$ cat src/rtl/if_stage_if.sv
// ============================================================================
// Module      : if_stage_if
// Description : IF stage bundle: control/fetch inputs and IF/ID register outputs.
// Revision    : 1.0 - initial release
// ============================================================================
`default_nettype none

interface if_stage_if;
   logic        stall;
   logic        intReq;
   logic        eretFlush;
   logic [31:0] NPC;
   logic        IDIsBJ;
   logic [31:0] instrIn;
   logic [31:0] PC;
   logic [31:0] IDInstr;
   logic [31:0] IDPC;
   logic [4:0]  IDExcCode;
   logic        IDBD;
   logic [31:0] fetchCount;

   // Pipeline/memory side drives the controls and consumes the IF/ID register.
   modport master (
      output stall, intReq, eretFlush, NPC, IDIsBJ, instrIn,
      input  PC, IDInstr, IDPC, IDExcCode, IDBD, fetchCount
   );

   // The fetch stage itself.
   modport slave (
      input  stall, intReq, eretFlush, NPC, IDIsBJ, instrIn,
      output PC, IDInstr, IDPC, IDExcCode, IDBD, fetchCount
   );
endinterface

`default_nettype wire

$ cat src/rtl/if_stage.sv
// ============================================================================
// Module      : if_stage
// Description : P7 MIPS instruction-fetch stage: fetch PC and IF/ID register.
//               Fetch address-error detection enabled by IF_ADDR_CHECK_EN.
// Revision    : 1.0 - initial release
// ============================================================================
`default_nettype none

module if_stage #(
   parameter logic [31:0] RESET_PC = 32'h0000_3000,
   parameter logic [31:0] IM_BASE  = 32'h0000_3000,
   parameter logic [31:0] IM_TOP   = 32'h0000_6FFF,
   parameter logic [4:0]  EXC_ADEL = 5'd4
) (
   input  wire        clk,
   input  wire        reset,
   if_stage_if.slave  bus
);

   logic [31:0] r_pc;
   logic [31:0] r_id_instr;
   logic [31:0] r_id_pc;
   logic [4:0]  r_id_exc;
   logic        r_id_bd;
   logic [31:0] r_fetch_cnt;

   logic        w_flush;
   logic        w_addr_err;

   assign w_flush = bus.intReq | bus.eretFlush;

`ifdef IF_ADDR_CHECK_EN
   assign w_addr_err = (r_pc[1:0] != 2'b00) || (r_pc < IM_BASE) || (r_pc > IM_TOP);
`else
   logic w_unused_cfg;
   assign w_addr_err   = 1'b0;
   assign w_unused_cfg = ^{IM_BASE, IM_TOP};
`endif

   always_ff @(posedge clk or posedge reset) begin
      if (reset) begin
         r_pc        <= RESET_PC;
         r_id_instr  <= 32'd0;
         r_id_pc     <= RESET_PC;
         r_id_exc    <= 5'd0;
         r_id_bd     <= 1'b0;
         r_fetch_cnt <= 32'd0;
      end else if (w_flush) begin
         // Bubble carries the redirect target so a later EPC is still meaningful.
         r_pc       <= bus.NPC;
         r_id_instr <= 32'd0;
         r_id_pc    <= bus.NPC;
         r_id_exc   <= 5'd0;
         r_id_bd    <= 1'b0;
      end else if (!bus.stall) begin
         r_pc        <= bus.NPC;
         r_id_instr  <= w_addr_err ? 32'd0 : bus.instrIn;
         r_id_pc     <= r_pc;
         r_id_exc    <= w_addr_err ? EXC_ADEL : 5'd0;
         r_id_bd     <= bus.IDIsBJ;
         r_fetch_cnt <= r_fetch_cnt + 32'd1;
      end
   end

   assign bus.PC         = r_pc;
   assign bus.IDInstr    = r_id_instr;
   assign bus.IDPC       = r_id_pc;
   assign bus.IDExcCode  = r_id_exc;
   assign bus.IDBD       = r_id_bd;
   assign bus.fetchCount = r_fetch_cnt;

endmodule

`default_nettype wire

$ cat src/flat_wrapper.sv
// flat-port wrapper written by rule: the top's interface ports become plain ports
module if_stage_flat 
#(
   parameter logic [31:0] RESET_PC = 32'h0000_3000,
   parameter logic [31:0] IM_BASE  = 32'h0000_3000,
   parameter logic [31:0] IM_TOP   = 32'h0000_6FFF,
   parameter logic [4:0]  EXC_ADEL = 5'd4
)
  (clk, reset, bus_stall, bus_intReq, bus_eretFlush, bus_NPC, bus_IDIsBJ, bus_instrIn, bus_PC, bus_IDInstr, bus_IDPC, bus_IDExcCode, bus_IDBD, bus_fetchCount);
  if_stage_if bus_i ();
  input  wire clk;
  input  wire reset;
  input wire logic [$bits(bus_i.stall)-1:0] bus_stall;
  input wire logic [$bits(bus_i.intReq)-1:0] bus_intReq;
  input wire logic [$bits(bus_i.eretFlush)-1:0] bus_eretFlush;
  input wire logic [$bits(bus_i.NPC)-1:0] bus_NPC;
  input wire logic [$bits(bus_i.IDIsBJ)-1:0] bus_IDIsBJ;
  input wire logic [$bits(bus_i.instrIn)-1:0] bus_instrIn;
  output wire logic [$bits(bus_i.PC)-1:0] bus_PC;
  output wire logic [$bits(bus_i.IDInstr)-1:0] bus_IDInstr;
  output wire logic [$bits(bus_i.IDPC)-1:0] bus_IDPC;
  output wire logic [$bits(bus_i.IDExcCode)-1:0] bus_IDExcCode;
  output wire logic [$bits(bus_i.IDBD)-1:0] bus_IDBD;
  output wire logic [$bits(bus_i.fetchCount)-1:0] bus_fetchCount;
  assign bus_i.stall = bus_stall;
  assign bus_i.intReq = bus_intReq;
  assign bus_i.eretFlush = bus_eretFlush;
  assign bus_i.NPC = bus_NPC;
  assign bus_i.IDIsBJ = bus_IDIsBJ;
  assign bus_i.instrIn = bus_instrIn;
  assign bus_PC = bus_i.PC;
  assign bus_IDInstr = bus_i.IDInstr;
  assign bus_IDPC = bus_i.IDPC;
  assign bus_IDExcCode = bus_i.IDExcCode;
  assign bus_IDBD = bus_i.IDBD;
  assign bus_fetchCount = bus_i.fetchCount;
  if_stage #(.RESET_PC(RESET_PC), .IM_BASE(IM_BASE), .IM_TOP(IM_TOP), .EXC_ADEL(EXC_ADEL)) u_core (.clk(clk), .reset(reset), .bus(bus_i));
endmodule
$ cat config.mk
export PLATFORM = sky130hd
export DESIGN_NAME = if_stage_flat
export DESIGN_NICKNAME = d
export VERILOG_FILES = /design/src/rtl/if_stage_if.sv /design/src/rtl/if_stage.sv /design/src/flat_wrapper.sv
export SDC_FILE = /design/constraint.sdc
export NUM_CORES = 1
export LEC_CHECK = 0
export CORE_ASPECT_RATIO = 1.4
export CORE_MARGIN = 10
export CORE_UTILIZATION = 40
export DETAILED_ROUTE_END_ITERATION = 8
export PLACE_DENSITY = 0.76
export SYNTH_ARGS = -nofsm -noshare
export SYNTH_HDL_FRONTEND = slang
export SYNTH_SLANG_ARGS = --single-unit
$ cat constraint.sdc
create_clock -name clk -period 4.68 [get_ports clk]
set_input_delay 1.404 -clock clk [delete_from_list [all_inputs] [get_ports clk]]
set_output_delay 1.404 -clock clk [all_outputs]
set_load 0.1 [all_outputs]
==> out/summary.txt <==
Max-Cap Viols - 0
post_cts resized - 0
average instance area after synthesis - 12.0 µm²
final WL - 15.4 mm
core area - 13400 µm²
Post-synth ARST share - 100%
Synth Flop Type - dfrtp_1
M1 GR Usage - 17.7%
DRC viols - 0
layout cells sized above 1 - 11.9%
CTS Buffer Depth - 2
port buffer count - 198
RSZ-0062 raised after global routing - false
Setup CP Type - reg2out
GRT met2 Usage - 28.3%
gpl congestion - 0.803
Crit-path slowest cell - clkdlybuf4s50_1
critical path peak fanout - 3
# H-tree levels - 4
Top Ports - 204
WP data required - 3280 ps
PwrDens - 448 nW/µm²
Synth warnings - 0
Reg area - 3230 µm²
r2r setup slk - 2830 ps
R2R Path Start - u_core.bus.fetchCount[0]
multi-input combinational cell area - 2110 µm²
Post-Place Cells - 814
Post-synth top cells - 125 x dfrtp_1, 65 x mux2i_1, 44 x nand2_1, 39 x nor2_1
Startpoint Class - flip-flop
ranking of synthesized cells by area - dfrtp_1 57%, mux2i_1 12%, mux2_2 6.6%, xnor2_1 3.7%, nand2_1 3.0%
RR Endpoint - u_core.bus.fetchCount[18]
fin cells - 845
filler instances - 1117
antenna violations before repair - 0
Final Critical Period - 3510 ps
Hold Crit Class - reg2reg
die area - 18800 µm²
status - complete, no violations
clk sinks - 129
Die X - 119 µm
Critical Path AT - 2100 ps
Via density - 4.93
NumNets Final - 722
hold depth - 1
#FFs+latches synth - 129
TritonCTS clock tree - done
HP Start - u_core.bus.fetchCount[31]
TritonCTS Buffers - 17
Worst IR Drop VDD - 0.278 mV
Tightest Pin Transition - 1030 ps
CP Buf/Inv Count - 1
Initial Util - 40.9%
Area Overhead vs Synth - 51.0%
nature of the critical path endpoint - output port
Hold Fails Final Rpt - 0
Reg2Reg Depth - 5
total negative slack - 0 ps
ant diodes - 0
Final Max Slew Viols - 0
final clock skew - 5.41 ps
Post-CTS Setup Bufs - 0
GRT busiest layer - met2
Worst Hold End - u_core.bus.fetchCount[31]
Max-slew headroom - 31.0%
first-pass GRT wire length - 24.8 mm
most common cell in the netlist - dfrtp_1
final instance area - 8270 µm²
clock latency on the worst-skew pair - 400 ps
leak pwr - 0.00366 µW
part of the cycle the worst path needs - 74.9%
CP max stage delay - 1170 ps
Routed Antenna Nets - 0
Area after DPL - 7610 µm²
die height - 158 µm
final core occ - 61.8%
Final setup viols - 0
drt pass-1 iters - 4
post-synthesis instance total - 455
DP HPWL - 11.3 mm
DRT iter0 DRCs - 150
vias in the first global route - 4636
gr usage total - 16.3%
Post-synth EDFFs - 0
CTS clk-pin slew, worst paths - 60 ps
Cell Chain, Critical Path - clkdlybuf4s50_1
GRT Residual Overflow - 0
met3 Use GR - 6.95%
wire per inst - 18.2 µm
crit-path leading delay family - buffers and inverters
Via Count - 4165
Synth area leader - dfrtp_1
pin count of the biggest net entering global routing - 130
cell area after synthesis - 5480 µm²
sequential share of the synthesized area - 59.0%
Row Count - 50
post-synth top area share - 57.1%
# hold bufs at CTS - 0
Yosys cell types - 28
Max Freq - 0.285 GHz
Root Driver - clkbuf_16
[routing by layer]
| metal | vias up | wire length, µm | share of wire (%) |
|---|---|---|---|
| met2 | 137 | 8030 | 52 |
| met5 | - | 0 | 0 |
| li1 | 1941 | - | - |
| met4 | 0 | 199 | 1.3 |
| met3 | 11 | 1300 | 8.5 |
| met1 | 2076 | 5830 | 38 |
[stage by stage]
step	hold WS, ps	setup slack (ps)	total power (µW)
3_5_place_dp	470	1090	2270
3_3_place_gp	463	1130	2260
2_1_floorplan	781	1680	1990
6_report	475	1170	3710
5_1_grt	525	1140	3840
4_1_cts	482	1160	3740
[how the worst max path moves through the flow]
stage,from,endpoint,slack (ps),depth (start not counted)
2_1_floorplan,reset,u_core.bus.IDBD,1680,1
3_3_place_gp,bus_eretFlush,u_core.bus.PC[19],1130,5
3_5_place_dp,bus_eretFlush,u_core.bus.PC[21],1090,5
4_1_cts,u_core.bus.PC[12],bus_PC[12],1160,1
5_1_grt,u_core.bus.PC[12],bus_PC[12],1140,1
6_report,u_core.bus.PC[12],bus_PC[12],1170,1
[layout make-up]
class	instances	share of cell area (%)
flip-flops and latches	129	39.1
multi-input cells	297	25.5
repair buffers	203	24.5
clock buffers	19	5.48
well taps	182	2.75
clock inverters	12	2.48
inverters	3	0.182
[cells in the final DEF (no fill, tap or decap), drive strengths merged]
cell and count:
nand2 44, clkdlybuf4s50 197, dfstp 4, o21ai 32, or2 2, buf 6, nor4 6, nor3 4
xor2 8, conb 5, xnor2 23, dfrtp 125, bufinv 5, and2 2, mux2i 65, and4 2
clkbuf 19, or3 1, inv 4, ha 1, nor2 39, clkinvlp 3, nand3 13, mux2 32
nand4 13, and3 5, clkinv 3
[power by group]
group          leakage, µW  total [µW]  internal, µW  switching, µW
Clock             0.000316        1460           976            485
Sequential         0.00164        1260          1190           65.7
Combinational      0.00171         986           249            737
[kinds of logic (layout without fill, tap and decap cells)]
group                      count (synthesis)  count (layout)  synth area share, %
other                                      1               5               0.0685
adders and majority gates                  1               1                0.228
muxes                                     97              97                 18.5
buffers and inverters                     33             237                 2.92
AOI/OAI and AO/OA                         32              32                 2.92
DFF                                      129             129                 59.0
and+or+nand+nor                          131             131                 11.4
xor gates and xnor gates                  31              31                 4.96
[sequential cells by signal (all words and copies together), names as in the netlist]
signal,flops
u_core.bus.PC,32
u_core.bus.fetchCount,32
u_core.bus.IDInstr,32
u_core.bus.IDPC,32
u_core.bus.IDBD,1
(Power assumes the default switching activity.)
